`src/rtl/rover_pkg.sv`:
```
// Shared types for the rover drive controller: FSM state encoding, H-bridge
// input patterns and the duty saturation helper.
package rover_pkg;

  typedef enum logic [1:0] {
    IDLE  = 2'd0,
    RUN   = 2'd1,
    LOST  = 2'd2,
    BRAKE = 2'd3
  } state_e;

  localparam logic [1:0] IN_FWD   = 2'b10;
  localparam logic [1:0] IN_BRAKE = 2'b11;
  localparam logic [1:0] IN_COAST = 2'b00;

  // Clamp a signed value into the unsigned duty range [0, 2**bits-1]
  function automatic logic [31:0] sat_duty(input logic signed [31:0] val, input int bits);
    logic signed [31:0] max_v;
    max_v = (32'sd1 <<< bits) - 32'sd1;
    if (val < 32'sd0) begin
      return 32'd0;
    end else if (val > max_v) begin
      return max_v;
    end else begin
      return val;
    end
  endfunction

endpackage

```
`src/rtl/rover_drive_ctrl_if.sv`:
```
// Sensor-side inputs and H-bridge-side outputs of the rover drive controller.
interface rover_drive_ctrl_if #(
  parameter int N_CH    = 2,
  parameter int SENSE_W = 3
);
  logic                enable;
  logic [SENSE_W-1:0]  induct;
  logic                proxim;
  logic [2*N_CH-1:0]   motor_in;
  logic [N_CH-1:0]     motor_en;
  logic [1:0]          state;

  modport master (output enable, induct, proxim, input motor_in, motor_en, state);
  modport slave  (input enable, induct, proxim, output motor_in, motor_en, state);
endinterface

```
`src/rtl/pwm_ramp_ch.sv`:
```
// One motor channel: duty register slewing toward its target on ramp ticks,
// plus the registered PWM compare driving the bridge enable pin.
module pwm_ramp_ch #(
  parameter int PWM_BITS  = 8,
  parameter int RAMP_STEP = 8
) (
  input  logic                clk,
  input  logic                rst_n,
  input  logic                tick_i,
  input  logic                clr_i,
  input  logic [PWM_BITS-1:0] target_i,
  input  logic [PWM_BITS-1:0] pwm_cnt_i,
  output logic [PWM_BITS-1:0] duty_o,
  output logic                en_o
);
  localparam logic [PWM_BITS-1:0] STEP_V = PWM_BITS'(RAMP_STEP);

  logic [PWM_BITS-1:0] duty_q, duty_d, gap_s, step_s;
  logic                en_q, en_d;

  // Slew-limited duty update; a clear wins over a coincident tick
  always_comb begin
    gap_s  = (target_i >= duty_q) ? (target_i - duty_q) : (duty_q - target_i);
    step_s = (gap_s < STEP_V) ? gap_s : STEP_V;
    if (clr_i) begin
      duty_d = {PWM_BITS{1'b0}};
    end else if (!tick_i) begin
      duty_d = duty_q;
    end else if (target_i >= duty_q) begin
      duty_d = duty_q + step_s;
    end else begin
      duty_d = duty_q - step_s;
    end
    en_d = !clr_i && (pwm_cnt_i < duty_q);
  end

  // Duty and enable registers
  always_ff @(posedge clk or negedge rst_n) begin
    if (!rst_n) begin
      duty_q <= {PWM_BITS{1'b0}};
      en_q   <= 1'b0;
    end else begin
      duty_q <= duty_d;
      en_q   <= en_d;
    end
  end

  assign duty_o = duty_q;
  assign en_o   = en_q;
endmodule

```
`src/rtl/rover_drive_ctrl.sv`:
```
// Line-following drive controller for N_CH H-bridge channels: steering from the
// inductance code, slew-limited PWM duty and proximity hard-brake.
module rover_drive_ctrl
  import rover_pkg::*;
#(
  parameter int              N_CH      = 2,
  parameter logic [N_CH-1:0] SIDE_MASK = 2'b10,
  parameter int              SENSE_W   = 3,
  parameter int              PWM_BITS  = 8,
  parameter int              BASE_DUTY = 160,
  parameter int              GAIN      = 24,
  parameter int              RAMP_DIV  = 1000,
  parameter int              RAMP_STEP = 8,
  parameter int              BRAKE_CYC = 50000
) (
  input logic               clk,
  input logic               rst_n,
  rover_drive_ctrl_if.slave io
);
  localparam int TW    = PWM_BITS + SENSE_W + 2;
  localparam int PRE_W = $clog2(RAMP_DIV + 1);
  localparam int BRK_W = $clog2(BRAKE_CYC + 1);
  localparam logic [SENSE_W:0]      CENTER   = (SENSE_W + 1)'(2 ** (SENSE_W - 1));
  localparam logic signed [TW-1:0]  BASE_T   = TW'(BASE_DUTY);
  localparam logic signed [TW-1:0]  GAIN_T   = TW'(GAIN);
  localparam logic [PRE_W-1:0]      PRE_LAST = PRE_W'(RAMP_DIV - 1);
  localparam logic [BRK_W-1:0]      BRK_LOAD = BRK_W'(BRAKE_CYC - 1);

  state_e                state_q, state_d;
  logic [SENSE_W-1:0]    induct_q;
  logic                  prox_meta_q, prox_sync_q;
  logic [PRE_W-1:0]      pre_q;
  logic [PWM_BITS-1:0]   pwm_cnt_q;
  logic [BRK_W-1:0]      brk_q, brk_d;
  logic [2*N_CH-1:0]     motor_in_q, motor_in_d;
  logic                  ramp_tick_s, line_s, clr_s, all_zero_s;
  logic [SENSE_W:0]      err_s;
  logic signed [TW-1:0]  err_x_s, left_s, right_s;
  logic [PWM_BITS-1:0]   left_t_s, right_t_s;
  logic [PWM_BITS-1:0]   tgt_s  [N_CH];
  logic [PWM_BITS-1:0]   duty_s [N_CH];
  logic [N_CH-1:0]       en_s;

  assign ramp_tick_s = (pre_q == PRE_LAST);
  assign line_s      = (induct_q != {SENSE_W{1'b0}});

  // Input conditioning, ramp prescaler and free-running PWM counter
  always_ff @(posedge clk or negedge rst_n) begin
    if (!rst_n) begin
      induct_q    <= {SENSE_W{1'b0}};
      prox_meta_q <= 1'b0;
      prox_sync_q <= 1'b0;
      pre_q       <= {PRE_W{1'b0}};
      pwm_cnt_q   <= {PWM_BITS{1'b0}};
    end else begin
      induct_q    <= io.induct;
      prox_meta_q <= io.proxim;
      prox_sync_q <= prox_meta_q;
      pre_q       <= ramp_tick_s ? {PRE_W{1'b0}} : pre_q + PRE_W'(1);
      pwm_cnt_q   <= pwm_cnt_q + PWM_BITS'(1);
    end
  end

  // Steering error and per-side saturated targets; non-RUN states target zero
  always_comb begin
    err_s     = {1'b0, induct_q} - CENTER;
    err_x_s   = {{(TW - SENSE_W - 1){err_s[SENSE_W]}}, err_s};
    left_s    = BASE_T + err_x_s * GAIN_T;
    right_s   = BASE_T - err_x_s * GAIN_T;
    left_t_s  = PWM_BITS'(sat_duty({{(32 - TW){left_s[TW-1]}}, left_s}, PWM_BITS));
    right_t_s = PWM_BITS'(sat_duty({{(32 - TW){right_s[TW-1]}}, right_s}, PWM_BITS));
    for (int i = 0; i < N_CH; i++) begin
      if (state_q != RUN) begin
        tgt_s[i] = {PWM_BITS{1'b0}};
      end else if (SIDE_MASK[i]) begin
        tgt_s[i] = right_t_s;
      end else begin
        tgt_s[i] = left_t_s;
      end
    end
  end

  // All channels fully ramped down
  always_comb begin
    all_zero_s = 1'b1;
    for (int i = 0; i < N_CH; i++) begin
      all_zero_s = all_zero_s & (duty_s[i] == {PWM_BITS{1'b0}});
    end
  end

  // FSM state, brake counter and bridge IN pin register
  always_ff @(posedge clk or negedge rst_n) begin
    if (!rst_n) begin
      state_q    <= IDLE;
      brk_q      <= {BRK_W{1'b0}};
      motor_in_q <= {(2 * N_CH){1'b0}};
    end else begin
      state_q    <= state_d;
      brk_q      <= brk_d;
      motor_in_q <= motor_in_d;
    end
  end

  // Next state; the proximity flag outranks every other condition
  always_comb begin
    state_d = state_q;
    case (state_q)
      IDLE: begin
        if (prox_sync_q)                 state_d = BRAKE;
        else if (io.enable && line_s)    state_d = RUN;
        else                             state_d = IDLE;
      end
      RUN: begin
        if (prox_sync_q)                 state_d = BRAKE;
        else if (!line_s || !io.enable)  state_d = LOST;
        else                             state_d = RUN;
      end
      LOST: begin
        if (prox_sync_q)                 state_d = BRAKE;
        else if (line_s && io.enable)    state_d = RUN;
        else if (all_zero_s && !io.enable) state_d = IDLE;
        else                             state_d = LOST;
      end
      BRAKE: begin
        if (!prox_sync_q && brk_q == {BRK_W{1'b0}}) state_d = IDLE;
        else                                        state_d = BRAKE;
      end
      default: state_d = IDLE;
    endcase
    if (state_d == BRAKE && state_q != BRAKE) begin
      brk_d = BRK_LOAD;
    end else if (state_q == BRAKE && brk_q != {BRK_W{1'b0}}) begin
      brk_d = brk_q - BRK_W'(1);
    end else begin
      brk_d = brk_q;
    end
  end

  // Outputs decoded from the next state so brake reaches the pins on the entry edge
  always_comb begin
    clr_s = (state_d == BRAKE);
    case (state_d)
      IDLE:    motor_in_d = {N_CH{IN_COAST}};
      RUN:     motor_in_d = {N_CH{IN_FWD}};
      LOST:    motor_in_d = all_zero_s ? {N_CH{IN_COAST}} : {N_CH{IN_FWD}};
      BRAKE:   motor_in_d = {N_CH{IN_BRAKE}};
      default: motor_in_d = {N_CH{IN_COAST}};
    endcase
  end

  for (genvar g = 0; g < N_CH; g++) begin : g_ch
    pwm_ramp_ch #(
      .PWM_BITS  (PWM_BITS),
      .RAMP_STEP (RAMP_STEP)
    ) u_ch (
      .clk       (clk),
      .rst_n     (rst_n),
      .tick_i    (ramp_tick_s),
      .clr_i     (clr_s),
      .target_i  (tgt_s[g]),
      .pwm_cnt_i (pwm_cnt_q),
      .duty_o    (duty_s[g]),
      .en_o      (en_s[g])
    );
  end

  assign io.motor_in = motor_in_q;
  assign io.motor_en = en_s;
  assign io.state    = state_q;
endmodule

```
`src/flat_wrapper.sv`:
```
// flat-port wrapper written by rule: the top's interface ports become plain ports
module rover_drive_ctrl_flat import rover_pkg::*;
#(
  parameter int              N_CH      = 2,
  parameter logic [N_CH-1:0] SIDE_MASK = 2'b10,
  parameter int              SENSE_W   = 3,
  parameter int              PWM_BITS  = 8,
  parameter int              BASE_DUTY = 160,
  parameter int              GAIN      = 24,
  parameter int              RAMP_DIV  = 1000,
  parameter int              RAMP_STEP = 8,
  parameter int              BRAKE_CYC = 50000
)
  (clk, rst_n, io_enable, io_induct, io_proxim, io_motor_in, io_motor_en, io_state);
  rover_drive_ctrl_if #(.N_CH(N_CH), .SENSE_W(SENSE_W)) io_i ();
  input logic clk;
  input logic rst_n;
  input wire logic [$bits(io_i.enable)-1:0] io_enable;
  input wire logic [$bits(io_i.induct)-1:0] io_induct;
  input wire logic [$bits(io_i.proxim)-1:0] io_proxim;
  output wire logic [$bits(io_i.motor_in)-1:0] io_motor_in;
  output wire logic [$bits(io_i.motor_en)-1:0] io_motor_en;
  output wire logic [$bits(io_i.state)-1:0] io_state;
  assign io_i.enable = io_enable;
  assign io_i.induct = io_induct;
  assign io_i.proxim = io_proxim;
  assign io_motor_in = io_i.motor_in;
  assign io_motor_en = io_i.motor_en;
  assign io_state = io_i.state;
  rover_drive_ctrl #(.N_CH(N_CH), .SIDE_MASK(SIDE_MASK), .SENSE_W(SENSE_W), .PWM_BITS(PWM_BITS), .BASE_DUTY(BASE_DUTY), .GAIN(GAIN), .RAMP_DIV(RAMP_DIV), .RAMP_STEP(RAMP_STEP), .BRAKE_CYC(BRAKE_CYC)) u_core (.clk(clk), .rst_n(rst_n), .io(io_i));
endmodule
```
`config.mk`:
```
export PLATFORM = sky130hd
export DESIGN_NAME = rover_drive_ctrl_flat
export DESIGN_NICKNAME = d
export VERILOG_FILES = /design/src/rtl/rover_pkg.sv /design/src/rtl/rover_drive_ctrl_if.sv /design/src/rtl/pwm_ramp_ch.sv /design/src/rtl/rover_drive_ctrl.sv /design/src/flat_wrapper.sv
export SDC_FILE = /design/constraint.sdc
export NUM_CORES = 1
export LEC_CHECK = 0
export CORE_UTILIZATION = 33
export CTS_BUF_LIST = sky130_fd_sc_hd__clkbuf_16
export CTS_CLUSTER_SIZE = 10
export DETAILED_ROUTE_END_ITERATION = 8
export DONT_BUFFER_PORTS = 1
export GPL_TIMING_DRIVEN = 0
export PLACE_DENSITY = 0.44
export SETUP_SLACK_MARGIN = 0.4
export SLEW_MARGIN = 20
export SYNTH_ARGS = -nofsm -noshare
export SYNTH_HDL_FRONTEND = slang
export SYNTH_HIERARCHICAL = 1
export SYNTH_SLANG_ARGS = --single-unit
```
`constraint.sdc`:
```
create_clock -name clk -period 16.4 [get_ports clk]
set_clock_uncertainty 0.1 [all_clocks]
set_input_delay 1.64 -clock clk [delete_from_list [all_inputs] [get_ports clk]]
set_output_delay 1.64 -clock clk [all_outputs]
set_load 0.02 [all_outputs]
```
==> flow_summary.yaml, run 1 <==
timing:
  hold_violations: 0
  fin_worst_hold_slack_ns: 0.246
  worst_slew_margin_rel_pct: 44.5
  setup-tns-final_ns: 0
  final_critical_path_setup_slack_ns: 8.79
  finalCriticalPeriod_ns: 7.61
  worst-slew-pin-transition_ns: 0.826
  max_freq_mhz: 131
  min_period_over_period_pct: 46.4
  rsz0062_at_grt: "false"
  final-setup-viol-count: 0
  slew_violations: 0
pwr:
  swShare_pct: 35.4
  power.share.combinational_pct: 36.5
  total_switching_power_uw: 202
  leakage_uw: 0.00284
  vdd.ir_drop.worst_mv: 0.0539
  power.clock.fraction_pct: 32.0
  share_seq_of_total_power_pct: 31.5
  power_density_nw_per_um2: 85.1
  internal-power_uw: 369
logic_synthesis:
  post_synth.cell_area_avg_um2: 8.86
  synth.ff_latch_count: 61
  synth_cell_type_count: 71
  synth_nets: 782
  synth_top_area_share_pct: 24.9
  prevailing_post_synth_register_cell: "sky130_fd_sc_hd__dfrtp_1"
  ys_seq_area_share_pct: 24.9
  synth_edf_count: 0
  yosys.area.top_type: "sky130_fd_sc_hd__dfrtp_1"
  ys_top_cells_by_area: "sky130_fd_sc_hd__dfrtp_1 (25%), sky130_fd_sc_hd__ha_1 (15%), sky130_fd_sc_hd__a21o_1 (3.7%)"
  postSynthCellCount: 693
  mappedNetlistArea_um2: 6140
  synth-warning-count: 6
  async_flop_share_pct: 100
detailed_routing:
  routed_wirelength_um: 15300
  route.detailed.drc: 2
  route.detailed.vias_per_inst: 5.37
  dr.pass1.iters: 7
  vias: 5029
  route.antenna.remaining_nets: 0
  initialDrtViolationCount: 250
  post_drt_wl_per_cell_um: 16.3
  met1Wirelength_um: 7810
  wl_met2_um: 6770
  detailroute.wirelength.met3_um: 479
  dr.max_layer_used: "met4"
setup_path:
  cp_slowest_cell: "sky130_fd_sc_hd__dfrtp_1"
  cp_slowest_stage_delay_ns: 0.43
  worst-endpoint-required_ns: 16.56
  critical_path_class: "flop to flop"
  cpMostUsedCell: "sky130_fd_sc_hd__ha_1"
  cp-end-kind: "flop"
  worst_ep_arrival_time_ns: 7.78
  crit_fanout: 10
  critPathLaunchType: "flop"
placement:
  port-buffer-count: 0
  dp_worst_setup_slack_ns: 8.81
  dp_hpwl_um: 11800
  gp_routability_congestion: 0.827
  post-place-cells: 922
final_layout:
  syn_to_final_growth_pct: 9.25
  layout.cells.most_common_list: "sky130_fd_sc_hd__ha_1 (75), sky130_fd_sc_hd__dfrtp_1 (61), sky130_fd_sc_hd__inv_1 (58)"
  util_after_layout_pct: 37.1
  n_antenna_cell: 0
  finish.net_count: 793
  mostFrequentLayoutCell: "sky130_fd_sc_hd__ha_1"
  fin_cells: 937
  layout_cells_sized_above_1_pct: 9.18
clock_network:
  max-clock-path-buffers: 2
  post-cts-setup-buffer-count: 0
  cts_made_buffers: 9
  clock_tree_from_tritoncts: "yes"
  clock_latency_ns: 0.33
  cts-hold-fix-buffers: 0
  cts_htree_levels: 3
  clockRootBuffer: "sky130_fd_sc_hd__clkbuf_16"
  cts-resized-gates: 0
  worst_setup_hold_path_clk_slew_ns: 0.05
  numClockSinks: 61
grt:
  pin_count_of_the_biggest_net_entering_global_routing: 62
  antenna_found_initial: 0
  overflow: 0
  first_global_vias: 4888
  grt_first_pass_wirelength_um: 25200
  overall_global_routing_resource_usage_pct: 16.4
floorplan:
  floorplan.die.width_um: 138
  dieHeight_um: 138
  design.core.area_um2: 18100
  initial_core_util_pct: 33.9
  die_area_um2: 19200
  std_cell_rows: 49
  count_of_pins_on_the_block_boundary: 15
min_path:
  timing.hold.worst.class: "flop to flop"
run:
  maxCapViolCount: 0
status:
  outcome: "finished with violations"
  violations_in_the_final_reports: "design-rule violations"
==> synth_stat cells, drive strengths merged, types with 16 or more instances <==
library cell / n
o21ai: 25
a21o: 30
nor2b: 16
xnor2: 20
nor3: 20
a21oi: 49
dfrtp: 61
ha: 75
inv: 57
nor2: 49
nand3: 23
nand4: 16
nand2: 35
==> layer usage <==
metal | vias to the layer above | GRT usage, %
met2 | 79 | 25.8
met5 | - | 0
met1 | 2359 | 23.0
met3 | 15 | 2.87
met4 | 0 | 4.67
li1 | 2576 | -
==> critical path, delay by kind of cell, from the launching register on <==
family	cells	cell delay (ns)
compound gates	13	3.06
mux	1	0.24
flops	1	0.43
fa+ha+maj	8	2.07
simple gates	6	1.07
buf+inv	6	0.55
==> kinds of logic after synthesis <==
family                   Yosys count  share of synthesized area (%)
AO/OA/AOI/OAI                    180                           21.0
XOR/XNOR                          28                           4.00
adder cells (fa/ha/maj)           82                           17.6
buffers and inverters             81                           6.01
flip-flops                        61                           24.9
multiplexers                      17                           2.81
AND/OR/NAND/NOR                  244                           23.7
==> state kept, by name, indices dropped and copies added (netlist names) <==
signal                   flops
u_core/brk_q                16
u_core/g_ch.u_ch/duty_o     16
u_core/pre_q                10
u_core/pwm_cnt_q             8
u_core/induct_q              3
u_core/g_ch.u_ch/en_o        2
u_core/io.motor_in           2
u_core/io.state              2
u_core/prox_meta_q           1
u_core/prox_sync_q           1
==> final timing paths <==
kind                                                   start  slack (ns)  cells past startpoint                                         to
worst max-delay path            u_core/induct_q[2]$_DFF_PN0_        8.79                     34  u_core/g_ch[0].u_ch/duty_o[7]$_DFFE_PN0P_
worst min-delay path            u_core/prox_meta_q$_DFF_PN0_        0.25                      0               u_core/prox_sync_q$_DFF_PN0_
worst max register to register  u_core/induct_q[2]$_DFF_PN0_        8.79                     34  u_core/g_ch[0].u_ch/duty_o[7]$_DFFE_PN0P_
worst min register to register  u_core/prox_meta_q$_DFF_PN0_        0.25                      0               u_core/prox_sync_q$_DFF_PN0_
max in group asynchronous                              rst_n       15.19                      0  u_core/g_ch[1].u_ch/duty_o[7]$_DFFE_PN0P_
min in group asynchronous                              rst_n        0.90                      0               u_core/brk_q[11]$_DFFE_PN0P_
==> power groups by stage <==
| stage | Clock (uW) | Combinational, uW | Sequential, uW |
|---|---|---|---|
| after floorplan | 0 | 168 | 178 |
| after global placement | 0 | 204 | 182 |
| after detailed placement | 0 | 207 | 182 |
| after CTS | 188 | 207 | 180 |
| after global routing | 195 | 228 | 182 |
| final | 183 | 208 | 180 |
==> area by class of cell <==
class | count | area (um^2)
well taps | 229 | 287
fillers | 1867 | 11400
inverters | 57 | 214
multi-input cells | 551 | 4240
flip-flops and latches | 61 | 1530
clock inverters | 6 | 56.3
plain buffers | 24 | 155
clock buffers | 9 | 225
==> through the flow <==
| step | instance area [um^2] | power (uW) |
|---|---|---|
| after floorplan | 6140 | 346 |
| after global placement | 6420 | 387 |
| after detailed placement | 6420 | 389 |
| after CTS | 6710 | 576 |
| after global routing | 6710 | 606 |
| final | 6710 | 571 |
Note: power is estimated with default switching activity, not from simulation.
==> inputs of run 2 (changes only) <==
--- a/config.mk
+++ b/config.mk
@@ -11,7 +11,7 @@
 export DETAILED_ROUTE_END_ITERATION = 8
 export DONT_BUFFER_PORTS = 1
 export GPL_TIMING_DRIVEN = 0
-export PLACE_DENSITY = 0.44
+export PLACE_DENSITY = 0.45
 export SETUP_SLACK_MARGIN = 0.4
 export SLEW_MARGIN = 20
 export SYNTH_ARGS = -nofsm -noshare
==> constraint.sdc (replaced) <==
create_clock -name clk -period 6.7 [get_ports clk]
set_clock_uncertainty 0.1 [all_clocks]
set_input_delay 0.67 -clock clk [delete_from_list [all_inputs] [get_ports clk]]
set_output_delay 0.67 -clock clk [all_outputs]
set_load 0.02 [all_outputs]
==> flow_summary.yaml, run 2 (synthesis gave the netlist of run 1 again) <==
clock_network:
  clock_tree_from_tritoncts: "yes"
  clock_latency_ns: 0.34
  worst_setup_hold_path_clk_slew_ns: 0.06
  cts_htree_levels: 3
  cts_made_buffers: 9
  numClockSinks: 61
  clockRootBuffer: "sky130_fd_sc_hd__clkbuf_16"
  max-clock-path-buffers: 2
final_layout:
  syn_to_final_growth_pct: 30.7
  mostFrequentLayoutCell: "sky130_fd_sc_hd__buf_4"
  layout.cells.most_common_list: "sky130_fd_sc_hd__buf_4 (64), sky130_fd_sc_hd__dfrtp_1 (60), sky130_fd_sc_hd__ha_1 (57)"
  finish.net_count: 862
  final_cell_area_um2: 8020
  layout_cells_sized_above_1_pct: 29.6
  fin_cells: 1008
  util_after_layout_pct: 44.4
grt:
  overall_global_routing_resource_usage_pct: 18.3
  gr-usage-met2_pct: 29.7
  grt_first_pass_wirelength_um: 28100
  overflow: 0
  pin_count_of_the_biggest_net_entering_global_routing: 62
  first_global_vias: 5489
  antenna_found_initial: 1
  grt.met1_usage_pct: 24.8
  global_route.peak_usage_layer: "met2"
  grt.met3_usage_pct: 3.19
placement:
  placedInstanceArea_um2: 6590
  gp_routability_congestion: 0.836
  post-place-cells: 922
  dp_hpwl_um: 12200
  port-buffer-count: 0
timing:
  min_period_over_period_pct: 99.2
  max_freq_mhz: 150
  hold_violations: 0
  finalCriticalPeriod_ns: 6.65
  slew_violations: 0
  worst-slew-pin-transition_ns: 0.872
  final-setup-viol-count: 0
  worst_slew_margin_rel_pct: 41.4
  rsz0062_at_grt: "true"
floorplan:
  floorplan.die.width_um: 138
  die_area_um2: 19200
  count_of_pins_on_the_block_boundary: 15
  dieHeight_um: 138
  design.core.area_um2: 18100
  initial_core_util_pct: 33.9
  std_cell_rows: 49
setup_path:
  cpMostUsedCell: "sky130_fd_sc_hd__ha_4"
  worst-endpoint-required_ns: 6.86
  cp_slowest_stage_delay_ns: 0.44
  critPathLaunchType: "flop"
  cp_slowest_cell: "sky130_fd_sc_hd__dfrtp_2"
  critical_path_class: "flop to flop"
  worst_ep_arrival_time_ns: 6.81
  crit_fanout: 4
  cp-end-kind: "flop"
detailed_routing:
  dr.pass1.iters: 6
  routed_wirelength_um: 17300
  route.detailed.vias_per_inst: 5.50
  route.antenna.remaining_nets: 0
  post_drt_wl_per_cell_um: 17.2
  initialDrtViolationCount: 224
  vias: 5542
  route.detailed.drc: 6
status:
  outcome: "finished with violations"
  violations_in_the_final_reports: "design-rule violations"
pwr:
  leakage_uw: 0.00338
  power_density_nw_per_um2: 200
  vdd.ir_drop.worst_mv: 0.120
  total_power_uw: 1600
  share_seq_of_total_power_pct: 27.5
  internal-power_uw: 1010
  power.clock.fraction_pct: 26.3
  total_switching_power_uw: 593
  swShare_pct: 37.0
  power.share.combinational_pct: 46.2
run:
  maxCapViolCount: 0
min_path:
  timing.hold.worst.class: "primary input to asynchronous set/reset pin"
-- run 2: cell count changes in the layout (fill, tap and decap cells not counted), moves of 5 or more --
cell | previous run | this run
sky130_fd_sc_hd__a21oi_2 | 4 | 10
sky130_fd_sc_hd__ha_1 | 75 | 57
sky130_fd_sc_hd__o21ai_0 | 23 | 18
sky130_fd_sc_hd__ha_4 | 0 | 15
sky130_fd_sc_hd__buf_4 | 4 | 64
sky130_fd_sc_hd__buf_6 | 6 | 16
sky130_fd_sc_hd__inv_1 | 58 | 47
sky130_fd_sc_hd__a21oi_4 | 0 | 13
sky130_fd_sc_hd__inv_2 | 0 | 9
sky130_fd_sc_hd__a21oi_1 | 45 | 26
-- run 2: through the flow --
stage | worst slack [ns] | setup TNS, ns | hold WS [ns]
6_report | 0.0522 | 0 | 0.104
5_1_grt | -0.269 | -0.459 | 0.125
4_1_cts | -0.0319 | -0.0319 | 0.113
3_5_place_dp | -0.427 | -0.825 | 0.256
3_3_place_gp | -0.408 | -0.771 | 0.245
2_1_floorplan | 0.320 | 0 | 0.231
-- run 2: final timing paths --
kind | from | to | slack (ns) | cells past startpoint
min in group clk | io_induct[1] | u_core/induct_q[1]$_DFF_PN0_ | 0.26 | 0
max in group asynchronous | rst_n | u_core/induct_q[1]$_DFF_PN0_ | 6.11 | 1
worst min-delay path | rst_n | u_core/brk_q[12]$_DFFE_PN0P_ | 0.10 | 1
worst max-delay path | u_core/induct_q[1]$_DFF_PN0_ | u_core/g_ch[0].u_ch/duty_o[7]$_DFFE_PN0P_ | 0.05 | 33
worst min register to register | u_core/prox_meta_q$_DFF_PN0_ | u_core/prox_sync_q$_DFF_PN0_ | 0.26 | 0
worst max register to register | u_core/induct_q[1]$_DFF_PN0_ | u_core/g_ch[0].u_ch/duty_o[7]$_DFFE_PN0P_ | 0.05 | 33
-- run 2: cell type report --
cell class | count | area, um^2
antenna | 1 | 2.50
buffer | 24 | 185
clock buffer | 9 | 225
clock inverter | 7 | 42.5
fill | 1710 | 10100
inverter | 57 | 219
multi-input combinational | 551 | 4970
sequential | 61 | 1530
tap | 229 | 287
timing repair buffer | 69 | 561
-- run 2: power groups by stage --
stage | combinational, uW | clock, uW | sequential, uW
floorplan | 426 | 0 | 437
global placement | 516 | 0 | 445
detailed placement | 523 | 0 | 446
CTS | 650 | 437 | 440
global route | 803 | 453 | 446
finish | 740 | 422 | 440
-- run 2: repair_timing --
item,in CTS,in global routing
pin swaps,51,52
buffers inserted,40,27
gates resized for setup,64,65
setup endpoints to repair,10,10
endpoints found under the hold margin,61,0
hold buffers,1,0
cloned,1,0
-- run 2: metal layers --
metal  wire length [um]  share of wire [%]
met3                518                3.0
met2               8270                 48
met4                146               0.84
met5                  0                  0
met1               8370                 48
-- run 2: critical path: cells and delay by family (launching register included) --
| kind | cells | cell delay (ns) |
|---|---|---|
| compound gates | 11 | 2.09 |
| fa+ha+maj | 8 | 1.85 |
| simple gates | 9 | 1.70 |
| flops | 1 | 0.44 |
| buf+inv | 5 | 0.37 |
==> patch 1, RTL diff (settings of run 1) <==
Make the reset (`rst_n`) synchronous in 3 clocked blocks.
--- a/src/rtl/pwm_ramp_ch.sv
+++ b/src/rtl/pwm_ramp_ch.sv
@@ -35,7 +35,7 @@
   end
 
   // Duty and enable registers
-  always_ff @(posedge clk or negedge rst_n) begin
+  always_ff @(posedge clk) begin
     if (!rst_n) begin
       duty_q <= {PWM_BITS{1'b0}};
       en_q   <= 1'b0;
--- a/src/rtl/rover_drive_ctrl.sv
+++ b/src/rtl/rover_drive_ctrl.sv
@@ -45,7 +45,7 @@
   assign line_s      = (induct_q != {SENSE_W{1'b0}});
 
   // Input conditioning, ramp prescaler and free-running PWM counter
-  always_ff @(posedge clk or negedge rst_n) begin
+  always_ff @(posedge clk) begin
     if (!rst_n) begin
       induct_q    <= {SENSE_W{1'b0}};
       prox_meta_q <= 1'b0;
@@ -89,7 +89,7 @@
   end
 
   // FSM state, brake counter and bridge IN pin register
-  always_ff @(posedge clk or negedge rst_n) begin
+  always_ff @(posedge clk) begin
     if (!rst_n) begin
       state_q    <= IDLE;
       brk_q      <= {BRK_W{1'b0}};
Formal check against the unedited RTL: differs if rst_n is asserted again (counterexample within 4 cycles, from zero or initial values and one cycle with rst_n low); with rst_n held inactive, the same outputs for 10 cycles.
==> patch 1 against run 1 <==
  * Count of clock-buffer cells in the layout did not move
  * Sequential cell count did not move
  * Global-route usage is 0.66 points higher
  * Largest power group unchanged
  * Cell count is 3.1% higher
  * Combinational power shrank 6%
  * Sequential power down 12%
  * Design area down 2.7%
  * Highest routed layer unchanged
  * First-iteration DRC count is 14% higher
  * Synthesized area down 3.1%
  * Setup slack got worse by 290 ps
  * Core utilization increased by 0.25 points
  * Routed wire length down 3.6%
  * Total power decreased by 4.3%
==> patch 1: results (changes against run 1) <==
{
  "wl_met2": {"value": 6.770, "unit": "mm", "change": "was 6.773 mm"},
  "slowest_stage": {"value": "a2111oi_4", "change": "was dfrtp_1"},
  "worst_margin_pin_slew": {"value": 999.4, "unit": "ps", "change": "was 826.0 ps"},
  "drc_violation_total_after_the_first_tritonroute_iteration": {"value": 284, "change": "was 250"},
  "holdPathStages": {"value": 1, "change": "was 0"},
  "synth.distinct_cells": {"value": 76, "change": "was 71"},
  "synth-async-reset-ratio": {"value": 0, "unit": "%", "change": "was 100.0%"},
  "status": {"value": "finished clean", "change": "was finished, violations left"},
  "routedWlPerCell": {"value": 15.21, "unit": "um", "change": "was 16.28 um"},
  "syn_inst": {"value": 725, "change": "was 693"},
  "reg2reg_to": {"value": "u_core/g_ch[1].u_ch/duty_o[7]", "change": "was u_core/g_ch[0].u_ch/duty_o[7]"},
  "place_ws": {"value": 8534, "unit": "ps", "change": "was 8814 ps"},
  "placement.cell_area": {"value": 6232, "unit": "um^2", "change": "was 6425 um^2"},
  "worst_ir_drop_vdd": {"value": 0.05186, "unit": "mV", "change": "was 0.05385 mV"},
  "wl_met3": {"value": 395, "unit": "um", "change": "was 479 um"},
  "hpwl": {"value": 11.42, "unit": "mm", "change": "was 11.82 mm"},
  "detail_route.vias_per_cell": {"value": 5.401, "change": "was 5.367"},
  "worstHoldStart": {"value": "u_core/pre_q[0]", "change": "was u_core/prox_meta_q"},
  "r2r-start": {"value": "u_core/induct_q[2]", "change": "unchanged"},
  "synth_commonest_cells": {"value": "75 x ha_1, 63 x nor2_1, 61 x dfxtp_1, 60 x inv_1, 43 x a21oi_1", "change": "was 75 x ha_1, 61 x dfrtp_1, 57 x inv_1, 49 x nor2_1, 45 x a21oi_1"},
  "r2r.worst_path.cells": {"value": 32, "change": "was 34"},
  "grt_pass1_vias": {"value": 5075, "change": "was 4888"},
  "dominantRegCellSynth": {"value": "dfxtp_1", "change": "was dfrtp_1"},
  "synth_area_leaders": {"value": "dfxtp_1 21%, ha_1 16%, nor2_1 4.0%, xnor2_1 4.0%, inv_1 3.8%", "change": "was dfrtp_1 25%, ha_1 15%, a21o_1 3.7%, a21oi_1 3.7%, inv_1 3.5%"},
  "seq_area_frac_synth": {"value": 20.52, "unit": "%", "change": "was 24.87%"},
  "layout.cells.non_filler": {"value": 966, "change": "was 937"},
  "detailedRoute.firstPassIterationCount": {"value": 5, "change": "was 7"},
  "drt-met1-wl": {"value": 7.309, "unit": "mm", "change": "was 7.812 mm"},
  "place_congestion": {"value": 0.7880, "change": "was 0.8269"}
}
## patch 1: cell types whose count changed after synthesis, moves of 7 or more
cell,change
nor2_1,+14
dfxtp_1,+61
nand3_1,+7
xnor2_1,+7
dfrtp_1,-61
a31oi_1,+7
o21a_1,+7
a21o_1,-16
## patch 1: kinds of logic after synthesis
kind of cell	after synthesis	share of synthesized area (%)
xor gates and xnor gates	40	5.887
DFF	61	20.52
and+or+nand+nor	260	23.86
buffers and inverters	88	6.539
muxes	24	4.100
adders and majority gates	82	18.12
AOI/OAI and AO/OA	170	20.96
## patch 1: final cells by class
cell class                 instances  area (um^2)
multi-input combinational        576         4340
clock buffer                       9        225.2
fill                            1811        10950
sequential                        61         1221
tap                              225        281.5
clock inverter                     7        66.31
buffer                            28        163.9
inverter                          60        225.2
## patch 1: worst max-delay path by stage
stage / cells past startpoint / endpoint / slack [ps]
2_1_floorplan: 33 / u_core/g_ch[1].u_ch/duty_o[7] / 9540
3_3_place_gp: 32 / u_core/g_ch[1].u_ch/duty_o[7] / 8520
3_5_place_dp: 32 / u_core/g_ch[1].u_ch/duty_o[7] / 8530
4_1_cts: 32 / u_core/g_ch[1].u_ch/duty_o[7] / 8470
5_1_grt: 33 / u_core/g_ch[1].u_ch/duty_o[7] / 7830
6_report: 32 / u_core/g_ch[1].u_ch/duty_o[7] / 8490
## patch 1: report_power, final
group	switching, mW	internal (mW)
Clock	0.0753	0.117
Sequential	0.00574	0.153
Combinational	0.115	0.0809
Total	0.196	0.350
## patch 1: worst reg2reg max path: cells and delay by family (launching register included)
| kind | cells | cell delay (ps) |
|---|---|---|
| AOI/OAI and AO/OA | 11 | 2850 |
| xor gates and xnor gates | 1 | 130 |
| adders and majority gates | 8 | 2120 |
| buffers and inverters | 4 | 420 |
| DFF | 1 | 370 |
| muxes | 1 | 180 |
| and+or+nand+nor | 7 | 1620 |
## patch 1: metal layers
metal | global-route usage [%] | vias up
met5 | 0 | -
met4 | 6.235 | 0
met3 | 2.200 | 13
met2 | 27.86 | 80
met1 | 22.84 | 2488
li1 | - | 2636
## patch 1: through the flow
stage	hold WS, ps	total power [mW]
floorplan	311.9	0.3176
global placement	330.7	0.3538
detailed placement	342.9	0.3554
CTS	351.4	0.5503
global route	371.2	0.5790
finish	347.8	0.5461
==> patch 2, RTL diff (config.mk and constraints of run 1) <==
Without the edit above. `RAMP_DIV` is set to 1000 in 2 places; all go to 2000.
--- a/src/rtl/rover_drive_ctrl.sv
+++ b/src/rtl/rover_drive_ctrl.sv
@@ -9,7 +9,7 @@
   parameter int              PWM_BITS  = 8,
   parameter int              BASE_DUTY = 160,
   parameter int              GAIN      = 24,
-  parameter int              RAMP_DIV  = 1000,
+  parameter int              RAMP_DIV  = 2000,
   parameter int              RAMP_STEP = 8,
   parameter int              BRAKE_CYC = 50000
 ) (
--- a/src/flat_wrapper.sv
+++ b/src/flat_wrapper.sv
@@ -7,7 +7,7 @@
   parameter int              PWM_BITS  = 8,
   parameter int              BASE_DUTY = 160,
   parameter int              GAIN      = 24,
-  parameter int              RAMP_DIV  = 1000,
+  parameter int              RAMP_DIV  = 2000,
   parameter int              RAMP_STEP = 8,
   parameter int              BRAKE_CYC = 50000
 )
Behaviour: same outputs for any inputs over 10 cycles, from zero or initial values and one cycle with rst_n low; that may be too few to reach the edited logic, so the function may still have changed.
==> patch 2 against run 1 <==
  * The run still ends with DRC left
  * Largest cell class unchanged
  * Cell count is 0.64% higher
  * Core utilization up 0.22 points
  * Hold slack better by 12 ps
  * Count of clock-buffer cells in the layout is the same
  * Total power grew 15%
  * Setup slack improved by 150 ps
  * Routed wire length down 1.8%
  * Design area grew 0.93%
  * Synthesized area rose by 0.35%
  * Sequential cell count grew 1
==> patch 2: results (changes against run 1) <==
{
  "status": {"value": "finished, violations left", "change": "unchanged"},
  "failed_checks": {"value": "DRC", "change": "unchanged"},
  "max_slew_margin": {"value": 53.69, "unit": "%", "change": "was 44.48%"},
  "seq_area_frac_synth": {"value": 25.19, "unit": "%", "change": "was 24.87%"},
  "drive_above_1_share": {"value": 9.944, "unit": "%", "change": "was 9.181%"},
  "hpwl": {"value": 11.67, "unit": "mm", "change": "was 11.82 mm"},
  "vias": {"value": 5097, "change": "was 5029"},
  "place_ws": {"value": 8907, "unit": "ps", "change": "was 8814 ps"},
  "synth.distinct_cells": {"value": 74, "change": "was 71"},
  "worst_ir_drop_vdd": {"value": 0.04397, "unit": "mV", "change": "was 0.05385 mV"},
  "final_nets": {"value": 798, "change": "was 793"},
  "wirelength": {"value": 14.97, "unit": "mm", "change": "was 15.25 mm"},
  "grt_usage": {"value": 15.99, "unit": "%", "change": "was 16.42%"},
  "antenna_found_initial": {"value": 1, "change": "was 0"},
  "grt_start_max_net_pins": {"value": 63, "change": "was 62"},
  "leakage": {"value": 2.906, "unit": "nW", "change": "was 2.838 nW"},
  "synth_area_leaders": {"value": "dfrtp_1 25%, ha_1 15%, a21o_1 3.8%, a21oi_1 3.7%, inv_1 3.5%", "change": "was dfrtp_1 25%, ha_1 15%, a21o_1 3.7%, a21oi_1 3.7%, inv_1 3.5%"},
  "placement.cell_area": {"value": 6446, "unit": "um^2", "change": "was 6425 um^2"},
  "synth.net_count": {"value": 787, "change": "was 782"},
  "detail_route.drc_violations": {"value": 2, "change": "unchanged"},
  "global_route_wire_length_before_repair": {"value": 24.74, "unit": "mm", "change": "was 25.18 mm"},
  "setup_ws": {"value": 8934, "unit": "ps", "change": "was 8785 ps"},
  "synth_commonest_cells": {"value": "75 x ha_1, 62 x dfrtp_1, 57 x inv_1, 52 x nor2_1, 45 x a21oi_1", "change": "was 75 x ha_1, 61 x dfrtp_1, 57 x inv_1, 49 x nor2_1, 45 x a21oi_1"},
  "drc_violation_total_after_the_first_tritonroute_iteration": {"value": 281, "change": "was 250"},
  "place_congestion": {"value": 0.8150, "change": "was 0.8269"},
  "grt_pass1_vias": {"value": 4848, "change": "was 4888"}
}
[patch 2: power by group]
part           internal [mW]  switching, mW
clock                  0.133         0.0721
sequential             0.166         0.0165
combinational          0.118          0.147
total                  0.417          0.236
[patch 2: cell families (layout without fill, tap and decap cells)]
logic type               after synthesis  after routing  synth area share, %
flip-flops                            62             62                25.19
AO/OA/AOI/OAI                        172            172                19.76
AND/OR/NAND/NOR                      248            248                23.60
buffers and inverters                 82             98                6.195
adder cells (fa/ha/maj)               82             82                17.51
XOR/XNOR                              37             37                5.261
multiplexers                          15             15                2.478
[patch 2: layer usage]
metal	vias up	routed length (um)	global-route usage [%]
met5	-	0	0
met4	0	98	3.041
met3	8	482	2.555
met2	86	6669	25.25
met1	2446	7718	23.04
li1	2557	-	-
[patch 2: through the flow]
step	cells	power, mW
floorplan	698	0.3963
global placement	927	0.4445
detailed placement	927	0.4482
CTS	943	0.6583
global route	943	0.6966
finish	943	0.6535
[patch 2: cell type report]
| type | instances | area, um^2 | area share (%) |
|---|---|---|---|
| inverters | 57 | 214.0 | 3.161 |
| flip-flops and latches | 62 | 1551 | 22.92 |
| plain buffers | 25 | 167.7 | 2.477 |
| multi-input cells | 554 | 4227 | 62.44 |
| clock buffers | 9 | 225.2 | 3.327 |
| well taps | 229 | 286.5 | 4.233 |
| clock inverters | 7 | 97.59 | 1.442 |
[patch 2: worst max-delay path: cells and delay by family, from the launching register on]
| family | cells | cell delay (ps) |
|---|---|---|
| and+or+nand+nor | 7 | 1410 |
| DFF | 1 | 490 |
| buffers and inverters | 6 | 560 |
| AOI/OAI and AO/OA | 13 | 2690 |
| adders and majority gates | 8 | 2110 |
[patch 2: path summary, 6_finish.rpt]
kind	startpoint	endpoint	cells after the start
worst max-delay path	u_core/induct_q[2]	u_core/g_ch[0].u_ch/duty_o[7]	34
worst max register to register	u_core/induct_q[2]	u_core/g_ch[0].u_ch/duty_o[7]	34
worst min register to register	u_core/prox_meta_q	u_core/prox_sync_q	0
max in group asynchronous	rst_n	u_core/g_ch[0].u_ch/duty_o[5]	0
min in group asynchronous	rst_n	u_core/brk_q[13]	0
worst min-delay path	u_core/prox_meta_q	u_core/prox_sync_q	0
